**src/rtl/falu_sgnj_issue_sched.sv**
```systemverilog
// falu_sgnj_issue_sched
// Shares one combinational FSGNJ sign-injection unit between two FP issue
// slots. A round-robin arbiter picks a slot and steers its operands and
// decoded function onto the SG_* bus. The unit's result is captured in a
// one-entry output stage that is offered to FP writeback.
//
// Handshake (applies to req0/req1 and to writeback): a transfer happens on a
// rising clock edge where valid and ready are both high. A producer holds
// valid and its payload steady until that edge. req*_ready is computed from
// flush, wb_ready and the output-stage state only, so it never depends on
// the requester's own ready. wb_valid stays high and wb_data/wb_tag/wb_src
// stay stable until a cycle where wb_ready is high.

module falu_sgnj_issue_sched #(
    parameter int TAG_W = 6
) (
    input  logic             clk,
    input  logic             rst_n,
    input  logic             flush,

    input  logic             req0_valid,
    output logic             req0_ready,
    input  logic [63:0]      req0_opa,
    input  logic [63:0]      req0_opb,
    input  logic [1:0]       req0_fn,
    input  logic             req0_dbl,
    input  logic [TAG_W-1:0] req0_tag,

    input  logic             req1_valid,
    output logic             req1_ready,
    input  logic [63:0]      req1_opa,
    input  logic [63:0]      req1_opb,
    input  logic [1:0]       req1_fn,
    input  logic             req1_dbl,
    input  logic [TAG_W-1:0] req1_tag,

    output logic [63:0]      sg_in1,
    output logic [63:0]      sg_in2,
    output logic             sg_dbl,
    output logic             sg_si,
    output logic             sg_si_neg,
    output logic             sg_si_xor,
    input  logic [63:0]      sg_result,

    output logic             wb_valid,
    input  logic             wb_ready,
    output logic [63:0]      wb_data,
    output logic [TAG_W-1:0] wb_tag,
    output logic             wb_src,

    output logic             dbg_state
);

    typedef enum logic {
        EMPTY = 1'b0,
        FULL  = 1'b1
    } state_t;

    state_t           state;
    logic             last;        // slot that fired most recently
    logic             can_accept;
    logic             grant0;
    logic             grant1;
    logic             fire;
    logic [1:0]       sel_fn;
    logic [TAG_W-1:0] sel_tag;

    assign wb_valid  = (state == FULL);
    assign dbg_state = state;

    // The output stage can take a new result when it is empty or is being drained this cycle.
    assign can_accept = ~flush & ((state == EMPTY) | wb_ready);

    // Round-robin grant: on contention the slot that did not fire last wins.
    always_comb begin
        grant0 = 1'b0;
        grant1 = 1'b0;
        if (can_accept) begin
            if (req0_valid && req1_valid) begin
                grant0 = last;
                grant1 = ~last;
            end else begin
                grant0 = req0_valid;
                grant1 = req1_valid;
            end
        end
    end

    assign req0_ready = grant0;
    assign req1_ready = grant1;
    assign fire       = grant0 | grant1;

    // Steer the granted slot onto the sign-injection bus; everything is zero with no grant.
    always_comb begin
        sg_in1    = 64'd0;
        sg_in2    = 64'd0;
        sg_dbl    = 1'b0;
        sel_fn    = 2'b11;
        sel_tag   = '0;
        if (grant0) begin
            sg_in1  = req0_opa;
            sg_in2  = req0_opb;
            sg_dbl  = req0_dbl;
            sel_fn  = req0_fn;
            sel_tag = req0_tag;
        end else if (grant1) begin
            sg_in1  = req1_opa;
            sg_in2  = req1_opb;
            sg_dbl  = req1_dbl;
            sel_fn  = req1_fn;
            sel_tag = req1_tag;
        end
    end

    // One-hot function decode; the reserved code leaves all three low so the sign is forced to 0.
    always_comb begin
        sg_si     = 1'b0;
        sg_si_neg = 1'b0;
        sg_si_xor = 1'b0;
        if (fire) begin
            case (sel_fn)
                2'b00:   sg_si     = 1'b1;
                2'b01:   sg_si_neg = 1'b1;
                2'b10:   sg_si_xor = 1'b1;
                default: ;
            endcase
        end
    end

    // Output-stage FSM with its payload registers and the round-robin pointer.
    always_ff @(posedge clk or negedge rst_n) begin
        if (!rst_n) begin
            state   <= EMPTY;
            last    <= 1'b1;
            wb_data <= 64'd0;
            wb_tag  <= '0;
            wb_src  <= 1'b0;
        end else begin
            if (fire) begin
                wb_data <= sg_result;
                wb_tag  <= sel_tag;
                wb_src  <= grant1;
                last    <= grant1;
            end
            case (state)
                EMPTY: begin
                    if (fire) state <= FULL;
                end
                FULL: begin
                    // A flush drops the held result even if writeback would have taken it.
                    if (flush)                 state <= EMPTY;
                    else if (wb_ready && !fire) state <= EMPTY;
                end
                default: state <= EMPTY;
            endcase
        end
    end

endmodule

```
**config.mk**
```make
export PLATFORM = sky130hd
export DESIGN_NAME = falu_sgnj_issue_sched
export DESIGN_NICKNAME = d
export VERILOG_FILES = /design/src/rtl/falu_sgnj_issue_sched.sv
export SDC_FILE = /design/constraint.sdc
export NUM_CORES = 1
export LEC_CHECK = 0
export ABC_CLOCK_PERIOD_IN_PS = 5300
export CAP_MARGIN = 20
export CORE_AREA = 5 5 209 211
export CTS_BUF_LIST = sky130_fd_sc_hd__clkbuf_4 sky130_fd_sc_hd__clkbuf_8
export CTS_CLUSTER_DIAMETER = 200
export DETAILED_ROUTE_END_ITERATION = 6
export DIE_AREA = 0 0 214 216
export PLACE_DENSITY = 0.5
export SLEW_MARGIN = 5
export SYNTH_ARGS = -nofsm -noshare
export SYNTH_HDL_FRONTEND = slang
export SYNTH_SLANG_ARGS = --single-unit
```
**constraint.sdc**
```tcl
create_clock -name clk -period 5.3 [get_ports clk]
set_input_delay 1.325 -clock clk [delete_from_list [all_inputs] [get_ports clk]]
set_output_delay 1.325 -clock clk [all_outputs]
set_load 0.05 [all_outputs]
```
# Word-level counts from Yosys, hierarchy flattened
# Cells that the tools add are included.
dict set report classes {
  eq_ne 2
  n_bitwise 6
  reduce_logical 4
  muxes 24
}
# cell count
set op_table {}
lappend op_table {{64-bit two-way mux} 4}
lappend op_table {{1-bit two-way mux} 15}
lappend op_table {{6-bit two-way mux} 2}
lappend op_table {{2-bit two-way mux} 2}
lappend op_table {{1-bit inverter} 3}
lappend op_table {{2-bit by 1-bit equality test with 1-bit output, second input constant} 1}
lappend op_table {{2-bit equality test, second input constant} 1}
lappend op_table {{1-bit logical AND} 2}
lappend op_table {{2-bit zero test} 1}
lappend op_table {{1-bit bitwise OR} 2}
lappend op_table {{1-bit one-hot mux with 2 select lines} 1}
lappend op_table {{1-bit bitwise AND} 1}
lappend op_table {{1-bit zero test} 1}
dict set report word_totals {
  ff_bits 73
  out_inout_bits 207
  in_bits 344
  word_cells 41
}

# Logic depth before layout (Yosys ltp)
# Gate-level depths: netlist (run 1).
dict set report logic_depth {
  word_depth 10
  ltp_mapped 8
  depth_no_buf 4
}

# Least setup slack after synthesis (run 1)
# No wires, ideal clock.
dict set report synth_path {
  path_type {input to output}
  startpoint {input port req1_valid}
  endpoint {output port sg_in1[53]}
  required_ns 3.975
  path_buffers 2
  arrival_time_ns 3.071
  slack_ns 0.904
  stages 5
  cell_sequence {a21bo_1 > nor3_1 > buf_2 > buf_1 > a22o_1}
}
dict set report synth_via {
  elab_chain_cells 5
  word_cells_on_any_way 7
  classes_between {mux: 6; reduce/logical: 1}
}
# element line_no
set synth_rtl {}
lappend synth_rtl {{start: declaration} 29} ;# input logic req1_valid,
lappend synth_rtl {{1-bit logical AND} 79} ;# if (req0_valid && req1_valid) begin
lappend synth_rtl {{1-bit two-way mux *} 79}
lappend synth_rtl {{1-bit two-way mux *} 78} ;# if (can_accept) begin
lappend synth_rtl {{via req1_ready} 30} ;# output logic req1_ready,
lappend synth_rtl {{64-bit two-way mux *} 106} ;# end else if (grant1) begin
lappend synth_rtl {{64-bit two-way mux *} 100} ;# if (grant0) begin
lappend synth_rtl {{end: declaration} 37} ;# output logic [63:0] sg_in1,
# Mark *: on every way through the listed nets, which the timed path passes. The rest lies on a longest branch.

# Worst setup path after layout (run 1)
dict set report layout_path {
  startpoint {input port flush}
  endpoint {output port sg_in1[60]}
}
dict set report layout_via {
  elab_chain_cells 5
  word_cells_on_any_way 6
  classes_between {mux: 4; bitwise: 2}
}
# element line_no
set layout_rtl {}
lappend layout_rtl {{start: declaration} 19} ;# input logic flush,
lappend layout_rtl {{1-bit inverter *} 72} ;# assign can_accept = ~flush & ((state == EMPTY) | wb_ready);
lappend layout_rtl {{1-bit bitwise AND *} 72}
lappend layout_rtl {{1-bit two-way mux} 78}
lappend layout_rtl {{64-bit two-way mux} 106}
lappend layout_rtl {{64-bit two-way mux *} 100}
# Every way passes the cells marked *; elsewhere a longest branch is shown, timed or not.

==> key figures, run 1 <==
Synthesis
  • Sequential share of the synthesized area: 0.433
  • Mean post-synth cell area: 12.0 um^2
  • Mapped Area: roughly 4200 um^2
  • Post-Synthesis Net Count: about 700
  • Post-Synthesis Cells: between 300 and 400
  • Library cells used by synthesis: 28
  • Synthesis warning total: 0
  • Seq cells post-synth: 73

Global routing
  • Initial antenna violation count: 8
  • Total GRT Usage: 0.151
  • Grt ovf: 0
  • Largest net degree at the start of global routing: 74
  • First-pass GRT wire length: a little over 50 mm
  • Via count of the first global-routing pass: 6,109

STA
  • RSZ-0062 raised after global routing: no
  • Post-Route Skew: around 0.016 ns
  • Relative slew slack: 0.611
  • Max Slew Vio Count: 0
  • Fmax: approximately 0.20 GHz
  • Final period utilization: 0.963
  • Setup_tns: 0 ns
  • Count of final setup violators: 0
  • Min cycle time layout: roughly 5.1 ns
  • Final WS setup: a little under 0.2 ns
  • Endpoints failing hold: 0
  • Least-Margin Pin Slew: between 0.5 and 0.6 ns

Finish
  • Commonest cells after routing, fill and taps aside: clkdlybuf4s50_1 (415), buf_12 (140), a22o_1 (129)
  • Final design utilization: 0.287
  • Area growth syn-to-layout: 182%
  • Commonest non-fill, non-tap cell in the layout: clkdlybuf4s50_1
  • Fin nets: approximately 1,200
  • Share of cells above drive strength 1: 0.265

Clocking
  • Postcts setup bufs: 0
  • H-tree Lvls: 3
  • Clock Sinks: 73
  • Clk_lat worst skew: 0.36 ns
  • Clk buf depth: 2
  • Root buffer cell: clkbuf_8
  • TritonCTS buffer count: 9
  • CTS tree: built
  • CTS clk-pin slew, worst paths: approximately 0.090 ns
  • Hold_buf cts: 0

Place
  • Pre-CTS setup slack: between 0.03 and 0.04 ns
  • Global placement routability congestion: approximately 0.95
  • Hpwl dp: ~31 mm
  • IO Port Bufs: 550

Detailed routing
  • DR WL/cell: 25.6 um
  • Final WL: roughly 37 mm
  • Via Count: between 5,000 and 6,000
  • DR vias/cell: 3.91
  • Initial DRC count: between 200 and 300
  • Detail Route Antenna Nets: 0
  • Drt first pass iters: 6
  • # DRC: 0

Worst setup path
  • Crit path cell chain: clkdlybuf4s50_1 -> nand2b_1 -> or3_1 -> inv_6 -> buf_12 -> a22o_1 -> buf_12
  • Buf/Inv on CP: 4
  • CP Data Arrival Time: between 3 and 4 ns
  • Max stage delay cell, worst path: clkdlybuf4s50_1
  • Worst-path fanout max: 37
  • Crit Path Category: in2out
  • Crit-path leading delay family: buffers and inverters
  • Most frequent CP cell: buf_12
  • CP Launch Type: primary input
  • WP data required: between 3 and 4 ns
  • Max stage delay on crit path: around 0.6 ns
  • R2R Setup Slk: between 3 and 4 ns
  • Critical path endpoint category: output pin

Floorplan
  • FP Rows: 75
  • Initial core utilization: 0.102
  • Die area: between 40,000 and 50,000 um^2
  • Core ar.: approximately 42,000 um^2
  • Die Wd: ~210 um
  • I/O pin cnt: roughly 550
  • Die height: between 200 and 250 um

Power and ir drop
  • Power Dens Cells: roughly 270 nW/um^2
  • Sequential power share: 0.222
  • Int Pwr: 1810 uW
  • Net Sw Frac: 0.444
  • Clk pwr share: 0.147
  • Combinational Power Share: 0.630
  • Worst vdd ir: around 0.18 mV
  • Net switching power: about 1400 uW
  • Pleak: roughly 0.0046 uW

Hold path
  • Hold crit path type: reg2reg

Run
  • Count of max-cap constraint violations: 0

Run status
  • Status: finished, final reports clean
-- state kept, by name, summed over array words and instances, names as in the netlist --
name       flops
wb_tag         6
last           1
wb_data       64
wb_src         1
dbg_state      1
-- worst paths after layout --
path                            cells after the start                   start                      end
worst max-delay path                                7                   flush               sg_in1[60]
worst min-delay path                                1  wb_data[7]$_DFFE_PN0P_   wb_data[7]$_DFFE_PN0P_
worst max register to register                      5     dbg_state$_DFF_PN0_  wb_data[40]$_DFFE_PN0P_
worst min register to register                      1  wb_data[7]$_DFFE_PN0P_   wb_data[7]$_DFFE_PN0P_
max in group asynchronous                           2                   rst_n   wb_data[5]$_DFFE_PN0P_
min in group asynchronous                           1                   rst_n  wb_data[41]$_DFFE_PN0P_
-- layout make-up --
cell class / count / area (um^2)
clock inverter: 7 / 85.1
antenna: 1 / 2.50
inverter: 4 / 20.0
clock buffer: 9 / 124
timing repair buffer: 565 / 7030
tap: 539 / 674
sequential: 73 / 1830
fill: 4289 / 29700
multi-input combinational: 233 / 2150
-- cell usage after synthesis --
cell type | n | area [um^2]
buf_1 | 2 | 7.51
or4b_1 | 4 | 40.0
nor4_1 | 4 | 25.0
mux2_2 | 64 | 721
buf_2 | 17 | 85.1
a2bb2oi_1 | 1 | 8.76
dfstp_2 | 1 | 26.3
buf_4 | 5 | 37.5
nor4b_1 | 2 | 17.5
or3_1 | 2 | 12.5
buf_6 | 5 | 56.3
nand2b_1 | 1 | 6.26
dfrtp_1 | 72 | 1800
clkbuf_1 | 14 | 52.6
a21o_1 | 1 | 7.51
clkinv_2 | 1 | 5.00
nor3_1 | 2 | 10.0
nor2b_1 | 2 | 12.5
a31oi_1 | 4 | 25.0
a22o_1 | 129 | 1130
o31ai_1 | 4 | 30.0
a32o_1 | 3 | 30.0
inv_1 | 3 | 11.3
a21bo_2 | 1 | 10.0
a221o_1 | 2 | 20.0
o21ai_0 | 1 | 5.00
nor2_1 | 5 | 18.8
a21bo_1 | 1 | 10.0
-- kinds of logic after synthesis --
kind of cell / count (synthesis) / share of synthesized area
AO/OA/AOI/OAI: 147 / 0.302
flip-flops: 73 / 0.433
multiplexers: 64 / 0.171
buffers and inverters: 47 / 0.0604
AND/OR/NAND/NOR: 22 / 0.0338
-- routing by layer --
layer | part of all wire | GRT usage
met1 | 0.37 | 0.170
met2 | 0.49 | 0.264
met3 | 0.10 | 0.0617
met4 | 0.029 | 0.0449
met5 | 0.0016 | 0
-- what timing repair did --
item / CTS / global route
gates resized for setup: 0 / 1
endpoints found under the hold margin: 0 / 0
endpoints found under the setup margin: 0 / 1
-- power groups by stage --
stage | clock (uW) | combinational, uW | sequential (uW)
2_1_floorplan | 0 | 624 | 1110
6_report | 480 | 2060 | 726
3_5_place_dp | 0 | 2070 | 736
5_1_grt | 533 | 2130 | 745
4_1_cts | 512 | 2080 | 728
3_3_place_gp | 0 | 2080 | 732
-- through the flow --
stage / area [um^2] / instances / power (uW) / hold WS [ns]
6_report: 11900 / 1431 / 3260 / 0.510
5_1_grt: 11900 / 1430 / 3410 / 0.531
2_1_floorplan: 4220 / 353 / 1740 / 0.614
3_5_place_dp: 11700 / 1413 / 2810 / 0.495
3_3_place_gp: 11700 / 1413 / 2810 / 0.489
4_1_cts: 11900 / 1429 / 3320 / 0.515
Power figures use the tool's default switching activity.
==> run 2: changes to the inputs <==
--- a/config.mk
+++ b/config.mk
@@ -14,4 +14,5 @@
 export DIE_AREA = 0 0 214 216
 export PLACE_DENSITY = 0.5
+export RECOVER_POWER = 50
 export SLEW_MARGIN = 5
 export SYNTH_ARGS = -nofsm -noshare
==> constraint.sdc (replaced) <==
create_clock -name clk -period 5.3 [get_ports clk]
set_input_delay 0.795 -clock clk [delete_from_list [all_inputs] [get_ports clk]]
set_output_delay 0.795 -clock clk [all_outputs]
set_load 0.05 [all_outputs]
==> run 2 against run 1 <==
Net effect: the run now ends with max-capacitance violations, max-slew violations left; first-iteration DRC count increased by 5.9%; wire length decreased by 0.95%; fmax increased by 6.9%; final area decreased by 14%; global-route usage decreased by 0.31 points; sequential power decreased by 1%; clock-buffer cell count unchanged; flip-flop and latch count unchanged; register-to-register slack got worse by 1.2 ns; setup slack improved by 0.33 ns; non-clock buffer count decreased by 6; hold slack got worse by 0.023 ns.
==> key figures, run 2 (same netlist as run 1, synthesis figures left out) <==
Detailed routing
  • Detail Route Antenna Nets: 0
  • Via Count: between 5,000 and 6,000
  • Final WL: between 30 and 40 mm
  • # DRC: 0
  • Initial DRC count: around 270
  • DR WL/cell: around 25 um
  • DR vias/cell: 3.85
  • Drt first pass iters: 4

STA
  • Max Slew Vio Count: approximately 140
  • Endpoints failing hold: 0
  • Count of final setup violators: 0
  • Final period utilization: 0.901
  • Least-Margin Pin Slew: roughly 2.1 ns
  • Relative slew slack: -0.409
  • RSZ-0062 raised after global routing: no
  • Setup_tns: 0 ns
  • Min cycle time layout: around 4.8 ns
  • Fin Hold WS: about 0.5 ns
  • Fmax: ~0.21 GHz
  • Post-Route Skew: about 0.015 ns

Floorplan
  • I/O pin cnt: approximately 550
  • Core ar.: 41,600 um^2
  • Die area: between 40,000 and 50,000 um^2
  • Die height: 216 um
  • Initial core utilization: 0.102
  • Die Wd: 214 um
  • FP Rows: 75

Place
  • IO Port Bufs: 550
  • Hpwl dp: approximately 31 mm
  • Global placement routability congestion: ~1

Finish
  • Commonest non-fill, non-tap cell in the layout: clkdlybuf4s50_1
  • Max reg flops: between 60 and 70
  • Area growth syn-to-layout: 143%
  • Commonest cells after routing, fill and taps aside: clkdlybuf4s50_1 (370), a22o_1 (129), buf_4 (106)
  • Reg with most FFs: wb_data
  • Share of cells above drive strength 1: 0.223
  • Largest registers: wb_data (64), wb_tag (6)
  • Fin nets: roughly 1,200
  • Filler cells: 4,456

Clocking
  • Root buffer cell: clkbuf_8
  • Hold_buf cts: 0
  • CTS clk-pin slew, worst paths: around 0.080 ns
  • CTS tree: built
  • Count of cells resized by post-cts repair: 0
  • Clock Sinks: 73
  • H-tree Lvls: 3
  • Postcts setup bufs: 0
  • Clk buf depth: 2
  • Clk_lat worst skew: 0.36 ns
  • TritonCTS buffer count: 9

Run status
  • Status: complete, but fails checks
  • Failing checks: max-capacitance violations, max-slew violations

Power and ir drop
  • Clk pwr share: 0.159
  • Int Pwr: around 1500 uW
  • Worst vdd ir: ~0.17 mV
  • Net switching power: roughly 1400 uW
  • Sequential power share: 0.245
  • Pleak: 0.00414 uW
  • Combinational Power Share: 0.596
  • Power Dens Cells: approximately 290 nW/um^2
  • Net Sw Frac: 0.472

Global routing
  • Via count of the first global-routing pass: approximately 5,900
  • Initial antenna violation count: 16
  • Largest net degree at the start of global routing: 74
  • Total GRT Usage: 0.148
  • First-pass GRT wire length: just under 50 mm
  • Grt ovf: 0

Worst setup path
  • WP data required: between 4 and 5 ns
  • Buf/Inv on CP: 3
  • Critical path endpoint category: output pin
  • Max stage delay on crit path: approximately 1.1 ns
  • Max stage delay cell, worst path: nor2b_1
  • Worst-path fanout max: 40
  • Crit path cell chain: clkdlybuf4s50_1 -> nor2b_1 -> or3_1 -> inv_4 -> a22o_1 -> clkdlybuf4s50_1
  • CP Data Arrival Time: 3.98 ns
  • Crit Path Category: in2out
  • Most frequent CP cell: clkdlybuf4s50_1
  • CP Launch Type: primary input
  • Crit-path leading delay family: simple AND/OR/NAND/NOR gates

Hold path
  • Hold crit path type: reg2reg

Run
  • Count of max-cap constraint violations: 4
[run 2: metal layers]
| layer | share of wire | GRT usage | up-vias | wire length, um |
|---|---|---|---|---|
| li1 | - | - | 2474 | - |
| met1 | 0.35 | 0.147 | 2643 | 12500 |
| met2 | 0.49 | 0.254 | 313 | 17700 |
| met3 | 0.11 | 0.0799 | 64 | 4120 |
| met4 | 0.052 | 0.0709 | 20 | 1880 |
| met5 | 0.0034 | 0 | - | 125 |
[run 2: final timing paths]
check / start / end / slack (ns) / depth (start not counted)
setup / recovery: wb_ready / sg_in2[8] / 0.53 / 6
hold / removal: wb_src$_DFFE_PN0P_ / wb_src$_DFFE_PN0P_ / 0.49 / 1
setup reg to reg: dbg_state$_DFF_PN0_ / wb_data[53]$_DFFE_PN0P_ / 2.14 / 4
hold reg to reg: wb_src$_DFFE_PN0P_ / wb_src$_DFFE_PN0P_ / 0.49 / 1
max in group asynchronous: rst_n / wb_data[41]$_DFFE_PN0P_ / 1.46 / 2
min in group asynchronous: rst_n / wb_data[24]$_DFFE_PN0P_ / 1.03 / 1
[run 2: stage by stage]
step	utilization	cells	setup slack, ns	power, uW	cell area (um^2)
floorplan	-	353	1.96	1740	4220
finish	0.247	1431	0.527	2930	10300
global placement	0.242	1407	0.638	2540	10100
CTS	0.247	1423	0.613	3040	10300
detailed placement	0.242	1407	0.632	2530	10100
global route	0.247	1427	0.311	3080	10200
[run 2: power by group through the flow]
stage               registers (uW)  logic (uW)  clock network, uW
global placement               732        1800                  0
finish                         719        1750                466
CTS                            727        1810                501
floorplan                     1110         624                  0
global route                   737        1820                523
detailed placement             736        1800                  0
[run 2: worst register-to-register path, stage by stage (launching register included)]
cell	delay (ns)
dfrtp_1	0.42
nor2b_1	1.09
nor3_1	0.18
clkbuf_1	0.79
mux2_2	0.57
[run 2: final cells by class]
| cell class | count | area [um^2] | share of cell area |
|---|---|---|---|
| clock inverters | 7 | 78.8 | 0.00768 |
| diodes | 7 | 17.5 | 0.00171 |
| well taps | 539 | 674 | 0.0657 |
| clock buffers | 9 | 124 | 0.0121 |
| inverters | 4 | 17.5 | 0.00171 |
| repair buffers | 559 | 5380 | 0.524 |
| multi-input cells | 233 | 2140 | 0.209 |
| flip-flops and latches | 73 | 1830 | 0.178 |
==> run 3: changes to the inputs <==
ABC_AREA = 1   (was default)
CORE_AREA = 5 5 213 215   (was 5 5 209 211)
DIE_AREA = 0 0 218 220   (was 0 0 214 216)
PLACE_DENSITY = 0.51   (was 0.5)
==> run 3 against run 2 <==
Net effect: the flow still finishes with violations (max-capacitance violations, max-slew violations); global-route usage is 3.0 points lower; clock power is 2% higher; die area is 3.8% higher.
==> key figures, run 3 <==
Place
  • Hpwl dp: 25.8 mm
  • Dpl cells: between 1,500 and 2,000
  • Placed cell area: between 10,000 and 15,000 um^2
  • Global placement routability congestion: just under 0.8
  • IO Port Bufs: 550

Clocking
  • Clk buf depth: 2
  • Root buffer cell: clkbuf_8
  • Postcts setup bufs: 0
  • CTS tree: built
  • TritonCTS buffer count: 9
  • CTS clk-pin slew, worst paths: roughly 0.09 ns
  • Clock Sinks: between 70 and 80
  • H-tree Lvls: 3
  • Clk_lat worst skew: ~0.37 ns
  • Hold_buf cts: 0
  • Count of cells resized by post-cts repair: 0

STA
  • Least-Margin Pin Slew: around 1.7 ns
  • Fmax: between 0.2 and 0.25 GHz
  • Relative slew slack: -0.149
  • Max Slew Vio Count: 28
  • Final period utilization: 0.759
  • Count of final setup violators: 0
  • RSZ-0062 raised after global routing: no
  • Endpoints failing hold: 0
  • Setup_tns: 0 ns
  • Min cycle time layout: 4.02 ns
  • Post-Route Skew: ~0.0094 ns

Synthesis
  • Mean post-synth cell area: roughly 6.2 um^2
  • Commonest cells in the netlist: nand2_1 (528), nand3_1 (83), dfrtp_1 (72)
  • Leading area contributor after synthesis: nand2_1
  • Top FF cell, synth: dfrtp_1
  • Synthesis warning total: 0
  • Yosys top cell area share: 0.422
  • Post-Synthesis Cells: about 760
  • Post-Synthesis Net Count: approximately 1,100
  • Library cells used by synthesis: 16
  • Async SR Flop Fraction: 1.00
  • Seq cells post-synth: between 70 and 80
  • Most instantiated library cell after synthesis: nand2_1
  • Number of synthesized flops with an enable pin: 0
  • Sequential share of the synthesized area: 0.389
  • Synth top area cells: nand2_1 (42%), dfrtp_1 (38%), nand3_1 (8.8%)
  • Mapped Area: between 4000 and 5000 um^2

Finish
  • Final Instance Area: around 12,000 um^2
  • Area growth syn-to-layout: 153%
  • Multi-input logic area: approximately 2500 um^2
  • Filler cells: approximately 4,700
  • Max reg flops: between 60 and 70
  • Share of cells above drive strength 1: 0.133
  • Fin nets: 1,630
  • Largest registers: wb_data (64), wb_tag (6)
  • Reg with most FFs: wb_data
  • Commonest non-fill, non-tap cell in the layout: nand2_1
  • Final design utilization: 0.273
  • Final Non-Filler Cells: about 1,900
  • Reg area: ~1800 um^2
  • Commonest cells after routing, fill and taps aside: nand2_1 (530), clkdlybuf4s50_1 (345), buf_12 (101)

Detailed routing
  • Drt first pass iters: 4
  • DR WL/cell: ~17 um
  • Initial DRC count: roughly 340
  • Detail Route Antenna Nets: 0
  • DR vias/cell: about 3.6
  • # DRC: 0
  • Via Count: roughly 6,800
  • Final WL: just over 30 mm

Worst setup path
  • WP data required: roughly 4.5 ns
  • Crit Path Category: in2out
  • Worst-path fanout max: 3
  • Critical path endpoint category: output pin
  • CP Launch Type: primary input
  • CP Data Arrival Time: about 3.2 ns

Floorplan
  • Die Wd: ~220 um
  • I/O pin cnt: roughly 550
  • Die area: about 48,000 um^2
  • Initial core utilization: 0.108
  • Die height: 220 um
  • FP Rows: a little under 80
  • Core ar.: 43,500 um^2

Run status
  • Failing checks: max-capacitance violations, max-slew violations
  • Status: complete, but fails checks

Global routing
  • Grt ovf: 0
  • Initial antenna violation count: 0
  • Total GRT Usage: 0.118
  • Via count of the first global-routing pass: around 6,600
  • First-pass GRT wire length: approximately 43 mm
  • Largest net degree at the start of global routing: 74

Hold path
  • Hold crit path type: reg2reg

Power and ir drop
  • Pleak: between 0.005 and 0.006 uW
  • Power Dens Cells: between 300 and 400 nW/um^2
  • Worst vdd ir: 0.157 mV

Run
  • Count of max-cap constraint violations: 1
## run 3: cell types whose count changed after synthesis, moves of 7 or more
cell,before,now
mux2_2,64,0
buf_2,17,33
nand3_1,0,83
buf_4,5,12
nand2_1,0,528
clkbuf_1,14,0
a22o_1,129,0
inv_1,3,10
nand2_2,0,13
## run 3: worst paths after layout
path                                    start                 endpoint  slack, ns  cells past startpoint
setup reg to reg             last$_DFFE_PN1P_  wb_data[41]$_DFFE_PN0P_       2.12                      7
hold reg to reg            wb_src$_DFFE_PN0P_       wb_src$_DFFE_PN0P_       0.49                      2
max in group asynchronous               rst_n         last$_DFFE_PN1P_       3.41                      2
hold / removal             wb_src$_DFFE_PN0P_       wb_src$_DFFE_PN0P_       0.49                      2
setup / recovery                   req1_valid                sg_si_neg       1.28                      9
min in group asynchronous               rst_n  wb_data[53]$_DFFE_PN0P_       0.87                      1
## run 3: routing by layer
layer,vias up,wire length (um),track usage
met4,0,375,0.0226
met2,298,15500,0.201
li1,3374,-,-
met5,-,0,0
met1,3102,12800,0.148
met3,23,2550,0.0356
## run 3: logic make-up after synthesis
logic type / Yosys count / synth area share
simple gates: 626 / 0.529
buf+inv: 63 / 0.0777
flops: 73 / 0.389
compound gates: 2 / 0.00452
## run 3: final cells by class
class / count / area share
clock buffer: 11 / 0.0122
multi-input combinational: 628 / 0.211
sequential: 73 / 0.154
tap: 592 / 0.0624
inverter: 12 / 0.00421
timing repair buffer: 562 / 0.551
clock inverter: 5 / 0.00537
antenna: 1 / 0.000211
## run 3: worst max-delay path: stages
cell and delay (ns):
dlygate4sd3_1 0.57, inv_1 0.08, nand2_1 0.05, nand2_1 0.20, nand3_1 0.11, nand2_1 0.13
inv_1 0.05, nor2_1 0.33, clkdlybuf4s50_1 0.89
## run 3: power by group
part | leakage (uW) | internal, uW | switching, uW | total [uW]
clock | 0.000104 | 239 | 238 | 477
sequential | 0.000897 | 721 | 84.6 | 806
combinational | 0.00459 | 885 | 1480 | 2370
total | 0.00559 | 1850 | 1800 | 3650
## run 3: per-stage QoR
| step | hold slack [ns] | power [uW] | setup slack (ns) |
|---|---|---|---|
| 6_report | 0.486 | 3650 | 1.28 |
| 3_5_place_dp | 0.471 | 3270 | 1.40 |
| 5_1_grt | 0.515 | 3840 | 1.11 |
| 4_1_cts | 0.501 | 3780 | 1.39 |
| 2_1_floorplan | 0.468 | 2120 | 2.49 |
| 3_3_place_gp | 0.455 | 3260 | 1.37 |
